===== src/rtl/nibble_serial_adder.sv =====
// nibble_serial_adder: WIDTH-bit add/subtract that pushes one nibble per cycle
// through a single 4-bit lookahead slice. The ripple carry is held in a register
// between steps, and the result is returned over a valid/ready handshake.

// 4-bit carry-lookahead slice: sum, carry out, and group propagate/generate.
module simp_alu74181 (
  input  logic [3:0] a,
  input  logic [3:0] b,
  input  logic       cin,
  output logic [3:0] s,
  output logic       cout,
  output logic       pout,
  output logic       gout
);

  logic [3:0] g;
  logic [3:0] p;
  logic [3:0] c;

  // Lookahead carries are formed from the per-bit generate/propagate terms.
  always_comb begin
    g    = a & b;
    p    = a ^ b;
    c[0] = cin;
    c[1] = g[0] | (p[0] & cin);
    c[2] = g[1] | (p[1] & g[0]) | (p[1] & p[0] & cin);
    c[3] = g[2] | (p[2] & g[1]) | (p[2] & p[1] & g[0]) | (p[2] & p[1] & p[0] & cin);
    gout = g[3] | (p[3] & g[2]) | (p[3] & p[2] & g[1]) | (p[3] & p[2] & p[1] & g[0]);
    pout = &p;
    cout = gout | (pout & cin);
    s    = p ^ c;
  end

endmodule

module nibble_serial_adder #(
  parameter int WIDTH = 16
) (
  input  logic             clk,
  input  logic             rst_n,
  input  logic             in_valid,
  output logic             in_ready,
  input  logic [WIDTH-1:0] a,
  input  logic [WIDTH-1:0] b,
  input  logic             op_sub,
  output logic             out_valid,
  input  logic             out_ready,
  output logic [WIDTH-1:0] sum,
  output logic             cout,
  output logic             ovf,
  output logic             zero
);

  localparam int N  = WIDTH / 4;
  localparam int KW = (N > 1) ? $clog2(N) : 1;
  localparam logic [KW-1:0] KLAST = KW'(N - 1);

  if ((WIDTH % 4) != 0 || WIDTH < 8) begin : g_bad_width
    $error("nibble_serial_adder: WIDTH must be a multiple of 4 and at least 8");
  end

  typedef enum logic [1:0] {IDLE, RUN, DONE} state_t;

  state_t           state_q;
  state_t           state_d;
  logic [KW-1:0]    k_q;
  logic [WIDTH-1:0] a_q;
  logic [WIDTH-1:0] b_q;
  logic [WIDTH-1:0] sum_q;
  logic             carry_q;

  logic [3:0] slice_a;
  logic [3:0] slice_b;
  logic [3:0] slice_s;
  logic       slice_cout;
  logic       slice_pout_unused;
  logic       slice_gout_unused;

  // The current nibble of each latched operand feeds the slice.
  assign slice_a = a_q[{k_q, 2'b00} +: 4];
  assign slice_b = b_q[{k_q, 2'b00} +: 4];

  simp_alu74181 u_slice (
    .a    (slice_a),
    .b    (slice_b),
    .cin  (carry_q),
    .s    (slice_s),
    .cout (slice_cout),
    .pout (slice_pout_unused),
    .gout (slice_gout_unused)
  );

  // State register.
  always_ff @(posedge clk) begin
    if (!rst_n) state_q <= IDLE;
    else        state_q <= state_d;
  end

  // Next-state: accept in IDLE, step N nibbles in RUN, hold in DONE until taken.
  always_comb begin
    state_d = state_q;
    case (state_q)
      IDLE:    if (in_valid)      state_d = RUN;
      RUN:     if (k_q == KLAST)  state_d = DONE;
      DONE:    if (out_ready)     state_d = IDLE;
      default:                    state_d = IDLE;
    endcase
  end

  // Operand latch on accept; one nibble of sum and the ripple carry per RUN cycle.
  // The counter holds at the terminal count instead of wrapping.
  always_ff @(posedge clk) begin
    if (!rst_n) begin
      k_q     <= '0;
      a_q     <= '0;
      b_q     <= '0;
      sum_q   <= '0;
      carry_q <= 1'b0;
    end else begin
      case (state_q)
        IDLE: begin
          if (in_valid) begin
            a_q     <= a;
            b_q     <= b ^ {WIDTH{op_sub}};
            carry_q <= op_sub;
            k_q     <= '0;
          end
        end
        RUN: begin
          sum_q[{k_q, 2'b00} +: 4] <= slice_s;
          carry_q                  <= slice_cout;
          if (k_q != KLAST) k_q <= k_q + 1'b1;
        end
        default: ;
      endcase
    end
  end

  // Outputs come from registers only; reset additionally forces in_ready low.
  assign in_ready  = rst_n && (state_q == IDLE);
  assign out_valid = (state_q == DONE);
  assign sum       = sum_q;
  assign cout      = carry_q;
  assign ovf       = (a_q[WIDTH-1] == b_q[WIDTH-1]) && (sum_q[WIDTH-1] != a_q[WIDTH-1]);
  assign zero      = ~|sum_q;

endmodule

===== config.mk =====
export PLATFORM = sky130hd
export DESIGN_NAME = nibble_serial_adder
export DESIGN_NICKNAME = d
export VERILOG_FILES = /design/src/rtl/nibble_serial_adder.sv
export SDC_FILE = /design/constraint.sdc
export NUM_CORES = 1
export LEC_CHECK = 0
export BUFFER_PORTS_ARGS = -buffer_cell sky130_fd_sc_hd__buf_4
export CAP_MARGIN = 20
export CORE_MARGIN = 5
export CORE_UTILIZATION = 45
export CTS_CLUSTER_SIZE = 28
export DETAILED_ROUTE_END_ITERATION = 16
export GPL_TIMING_DRIVEN = 0
export HOLD_SLACK_MARGIN = 0.1
export PLACE_DENSITY = 0.68
export SLEW_MARGIN = 10
export SYNTH_ARGS = -nofsm -noshare
export SYNTH_HDL_FRONTEND = slang
export SYNTH_SLANG_ARGS = --single-unit
export TNS_END_PERCENT = 20

===== constraint.sdc =====
create_clock -name clk -period 3.35 [get_ports clk]
set_input_delay 0.335 -clock clk [delete_from_list [all_inputs] [get_ports clk]]
set_output_delay 0.335 -clock clk [all_outputs]
set_load 0.05 [all_outputs]

---- Word level (Yosys, flattened, before mapping) ----
Index checks and enable logic that the tools add are counted.
word-level totals
  register bits after elaboration ......... 53
  input bits .............................. 37
  output and inout bits ................... 21
  word-level logic and storage cells ...... 72
cells by class
  add/sub/neg operators ................... 2
  eq/ne operators ......................... 10
  shift-type cells ........................ 4
  multiplexer cells ....................... 10
  bitwise logic cells ..................... 29
  reductions and logical operators ........ 11
operators with widths
  operator                                              number
  variable part select 16 x 5 -> 4 bit                  2
  bitwise mux 16 bit                                    1
  OR reduction 16 bit                                   1
  variable shift 4 x 6 -> 16 bit, first input constant  1
  variable part select 4 x 6 -> 16 bit                  1
  XOR 16 bit                                            1
  bitwise AND 1 bit                                     15
  2-to-1 mux 2 bit                                      5
  OR 1 bit                                              10
  != test 2 bit, second input constant                  4
  XOR 4 bit                                             2
  negation 4 -> 6 bit                                   1
  case mux 2 bit (3 select lines)                       1
  AND reduction 3 bit                                   2
  bitwise AND 4 bit                                     1
  == test 2 bit, second input constant                  2
  case mux 2 bit (2 select lines)                       1
  AND reduction 2 bit                                   2
  AND reduction 4 bit                                   1
  adder 2 x 1 -> 2 bit, second input constant           1
  == test 2 x 1 -> 1 bit, second input constant         1
  logical AND 1 bit                                     2
  logical NOT 2 bit                                     1
  != test 2 x 1 -> 1 bit, second input constant         1
  6 further kinds                                       6

---- Depth between registers and ports, before layout ----
  word-level depth ........................ 9
  depth in mapped cells ................... 7
  gate-level depth less buffers ........... 6

---- Hierarchy ----
From an unflattened synthesis, not the netlist that was laid out.
unflattened totals
  cell total of the unflattened synthesis .. 279
  area total of the unflattened synthesis .. 2655.0 µm²
modules (own cells, without submodules)
  module               instances  cells an instance  area an instance (µm²)  seq. area each (µm²)
  nibble_serial_adder  1          257                2472.4                  1061.0
  simp_alu74181        1          22                 182.7                   0.0

---- Worst setup path before layout ----
No wires, ideal clock.
  path type ............................... register -> register
  start point ............................. register k_q[0]
  end point ............................... register sum_q[14], in the netlist sum[14]
  library setup time ...................... 0.128 ns
  arrival time ............................ 2.439 ns
  data required time ...................... 3.222 ns
  path slack .............................. 0.783 ns
  stages on the path, launching flop included .. 8
  path buffers ............................ 1
  period minus slack after synthesis ...... 2.567 ns
  path through ............................ dfxtp_1 > clkbuf_8 > mux4_1 > ha_1 > a211oi_1 > or3b_1 > a32oi_1 > nor2_1
between the ends
  word-level cells in the longest chain between the ends .. 9
  elaborated cells on any way between the ends .. 24
  classes of those cells .................. add/sub: 1; shift: 4; mux: 1; bitwise: 18
ends and longest elaborated chain
  what                                                               line    RTL
  start: declaration                                                 66      logic [KW-1:0] k_q;
  start signal: assignment                                           132     if (k_q != KLAST) k_q <= k_q + 1'b1;
  variable part select 16 x 5 -> 4 bit, on equally long branches     80, 81
  XOR 4 bit / bitwise AND 4 bit (equally long branches)              23, 22
  bitwise AND 1 bit                                                  27      c[3] = g[2] | (p[2] & g[1]) | (p[2] & p[1] & g[0]) | (p[2] & p[1] & p[0] & cin);
  OR 1 bit / bitwise AND 1 bit (equally long branches) (2 in a row)  27
  OR 1 bit                                                           27
  XOR 4 bit                                                          31      s = p ^ c;
  variable part select 4 x 6 -> 16 bit                               130     sum_q[{k_q, 2'b00} +: 4] <= slice_s;
  bitwise mux 16 bit (*)                                             130
  end signal: indexed assignment                                     130
  end: declaration                                                   69      logic [WIDTH-1:0] sum_q;
Mark *: on every way between the ends. The rest lies on a longest branch, timed or not.
A chain may end at the register's enable or synchronous reset.

---- Final worst setup path ----
  start point ............................. register k_q[0]
  end point ............................... register sum_q[6], in the netlist sum[6]
The elaborated chain is that of the path after synthesis.

==> flow_metrics.tcl <==
set metrics [dict create \
    antenna_found_initial 0 \
    grt_pass1_wl_mm 10.8 \
    syn_inst 280 \
    drt-initial-drc-count 115 \
    die_h_um 87.6 \
    synth_flop_cell "dfxtp_1" \
    avgViaCountPerCell 5.32 \
    clk_latency_ps 310 \
    setup_tns_ps 0 \
    diodes 0 \
    via_count 2228 \
    numClockSinks 53 \
    wl_per_cell_um 15.6 \
    worst-path-stages 7 \
    syn-num-nets 329 \
    synth_edf_count 0 \
    rsz0062_at_grt "no" \
    htree_levels 2 \
    grt_max_degree 16 \
    ys_ff_latch 53 \
    required_ps 3540 \
    post_cts_resized 0 \
    synth_area_leaders "dfxtp_1 39%, mux4_1 6.8%, nand2_1 5.8%" \
    slew_violations 0 \
    synth_top_area_share_pct 39.1 \
    dieArea_um2 7680 \
    cap_viol_max_count 0 \
    ys_seq_area_share_pct 39.1 \
    busiest_layer "met2" \
    crit_slowest_cell "mux4_1" \
    r2r_cells 7 \
    wl_mm 6.53 \
    met3_usage_pct 3.20 \
    nets 392 \
    switchingPower_uw 415 \
    final_antenna_net_count 0 \
    num_io_pins 58 \
    dp_hpwl_mm 5.03 \
    portBuffers 56 \
    grt_pass1_vias 2256 \
    crit_path_cell_trace "clkbuf_8, mux4_1, ha_1, a211oi_1, or3b_1, a32oi_1, nor2_1" \
    cp-endpoint "sum[6]$_SDFFE_PN0P_" \
    max_stage_delay_ps 660 \
    drive_gt1_share_pct 27.0 \
    hp-class "input port to flip-flop" \
    drc 0 \
    relSlewSlack_pct 51.8 \
    nFillCells 551 \
    outcome "finished, final reports clean" \
    placed_cells_incl_taps 411 \
    drtPass1Iterations 4 \
    syn2layout_area_growth_pct 23.2 \
    stdcell_count 419 \
    leakagePower_nw 1.34 \
    met2_usage_pct 29.4 \
    yosys.area.top_type "dfxtp_1" \
    rows 28 \
    postSynthAreaPerCell_um2 9.69 \
    path_max_fanout 10 \
    r2r_slack_ps 500 \
    yosysMostFrequentCell "dfxtp_1" \
    initial_core_util_pct 46.1 \
    crit_type "flip-flop to flip-flop" \
    cp_top_family "multiplexers" \
    cts_tree "built" \
    hold_buffers 0 \
    crit_path_start "k_q[0]$_SDFFE_PN0P_" \
    die_w_um 87.6 \
    tightest_slew_ps 723 \
    clk_pin_slew_ps 100 \
    ir_worst_vdd_uv 189 \
    end_kind "flip-flop" \
    r2r-start "k_q[0]$_SDFFE_PN0P_" \
    sw_frac_of_total_pct 28.4 \
    track_usage_pct 18.1 \
    power_frac_comb_pct 22.0 \
    crit_buf_inv 1 \
    grt_overflow 0 \
    ys_warn_count 0 \
    cts_buffers 5 \
    startpoint_type "flip-flop" \
    powerDensity_nw_per_um2 438 \
    worstPathArrival_ps 3030 \
    synth.cell_area_um2 2710 \
    seq_power_share_pct 47.2 \
    fin_crit_sh_pct 85.0 \
    pwr-share-clk_pct 30.8 \
    clk_path_buf_depth 2 \
    fin_crit_ps 2850 \
    reg2reg_to "sum[6]$_SDFFE_PN0P_" \
    fmax_ghz 0.351 \
    root_buffer "clkbuf_8" \
    coreArea_um2 5890 \
    ys_top_cells_by_count "53 x dfxtp_1, 42 x nand2_1, 37 x nor2_1" \
    p_int_mw 1.05 \
    hold_viol_final 0 \
    fin_skew_ps 10.4 \
    synth_cell_type_count 43 \
    synthArstFlopShare_pct 0 \
    gr-usage-met1_pct 23.8 \
    post_cts_buffers 0 \
    setup_viol 0 \
    gp_congestion 0.897 \
]
cells in the final DEF, fill, tap and decap left out, types with 2 or more instances in the layout:
cell	n
a211oi_1	10
a211oi_2	9
a21oi_1	20
a22oi_1	10
a32oi_1	4
buf_2	4
buf_4	61
clkbuf_1	7
clkbuf_8	7
dfxtp_1	53
ha_1	11
inv_1	8
mux4_1	7
nand2_1	42
nand3_1	4
nor2_1	37
nor4_1	4
o21ai_0	2
o31ai_1	3
xnor2_1	17
state kept, by name, summed over array words and instances, names as in the netlist:
signal / flops
a_q: 16
b_q: 16
sum: 16
k_q: 2
state_q: 2
cout: 1
worst min path at each step:
stage,start,to,slack [ps],depth (start not counted)
CTS,a[3],a_q[3]$_SDFFE_PN0P_,260,3
finish,a[3],a_q[3]$_SDFFE_PN0P_,270,3
floorplan,a_q[4]$_SDFFE_PN0P_,a_q[4]$_SDFFE_PN0P_,430,2
global route,a[9],a_q[9]$_SDFFE_PN0P_,260,3
detailed placement,a_q[11]$_SDFFE_PN0P_,a_q[11]$_SDFFE_PN0P_,440,2
global placement,a_q[11]$_SDFFE_PN0P_,a_q[11]$_SDFFE_PN0P_,440,2
stage by stage:
step | hold WS [ps] | total power, mW | instance area [um^2] | setup WS [ps] | util (%)
final | 265 | 1.46 | 3340 | 504 | 56.8
after detailed placement | 445 | 1.03 | 3230 | 537 | 54.8
after global routing | 258 | 1.53 | 3340 | 334 | 56.8
after CTS | 265 | 1.47 | 3340 | 518 | 56.8
after global placement | 440 | 1.02 | 3230 | 546 | 54.8
after floorplan | 432 | 0.923 | 2710 | 783 | -
worst register-to-register path: cells and delay by family, from the launching register on:
kind | cells | cell delay [ps]
AOI/OAI and AO/OA | 2 | 320
adders and majority gates | 1 | 330
buffers and inverters | 1 | 300
DFF | 1 | 600
muxes | 1 | 660
and+or+nand+nor | 2 | 530
power groups by stage:
stage	Clock, mW	Sequential (mW)	Combinational [mW]
2_1_floorplan	0	0.712	0.212
3_3_place_gp	0	0.704	0.317
3_5_place_dp	0	0.705	0.324
4_1_cts	0.457	0.691	0.325
5_1_grt	0.480	0.695	0.352
6_report	0.451	0.690	0.322
routing by layer:
| metal | share of wire [%] | routed length, um | up-vias |
|---|---|---|---|
| li1 | - | - | 1114 |
| met1 | 44 | 2910 | 1054 |
| met2 | 49 | 3170 | 49 |
| met3 | 4.9 | 318 | 11 |
| met4 | 2.1 | 136 | 0 |
| met5 | 0 | 0 | - |
cell type report:
cell class,instances,area (um^2),share of cell area [%]
clock buffers,7,86.3,2.58
plain buffers,16,93.8,2.81
inverters,9,33.8,1.01
flip-flops and latches,53,1060,31.7
repair buffers,56,420,12.6
clock inverters,1,30.0,0.898
well taps,75,93.8,2.81
multi-input cells,202,1520,45.6
logic make-up (layout without fill, tap and decap cells):
family | count (synthesis) | after routing | share of synthesized area (%)
flops | 53 | 53 | 39.1
compound gates | 62 | 62 | 17.0
mux | 8 | 8 | 7.61
fa+ha+maj | 12 | 12 | 5.81
xor+xnor | 18 | 18 | 5.81
simple gates | 102 | 102 | 19.9
buf+inv | 25 | 89 | 4.70
No activity file was read; power rests on OpenSTA's default activity.
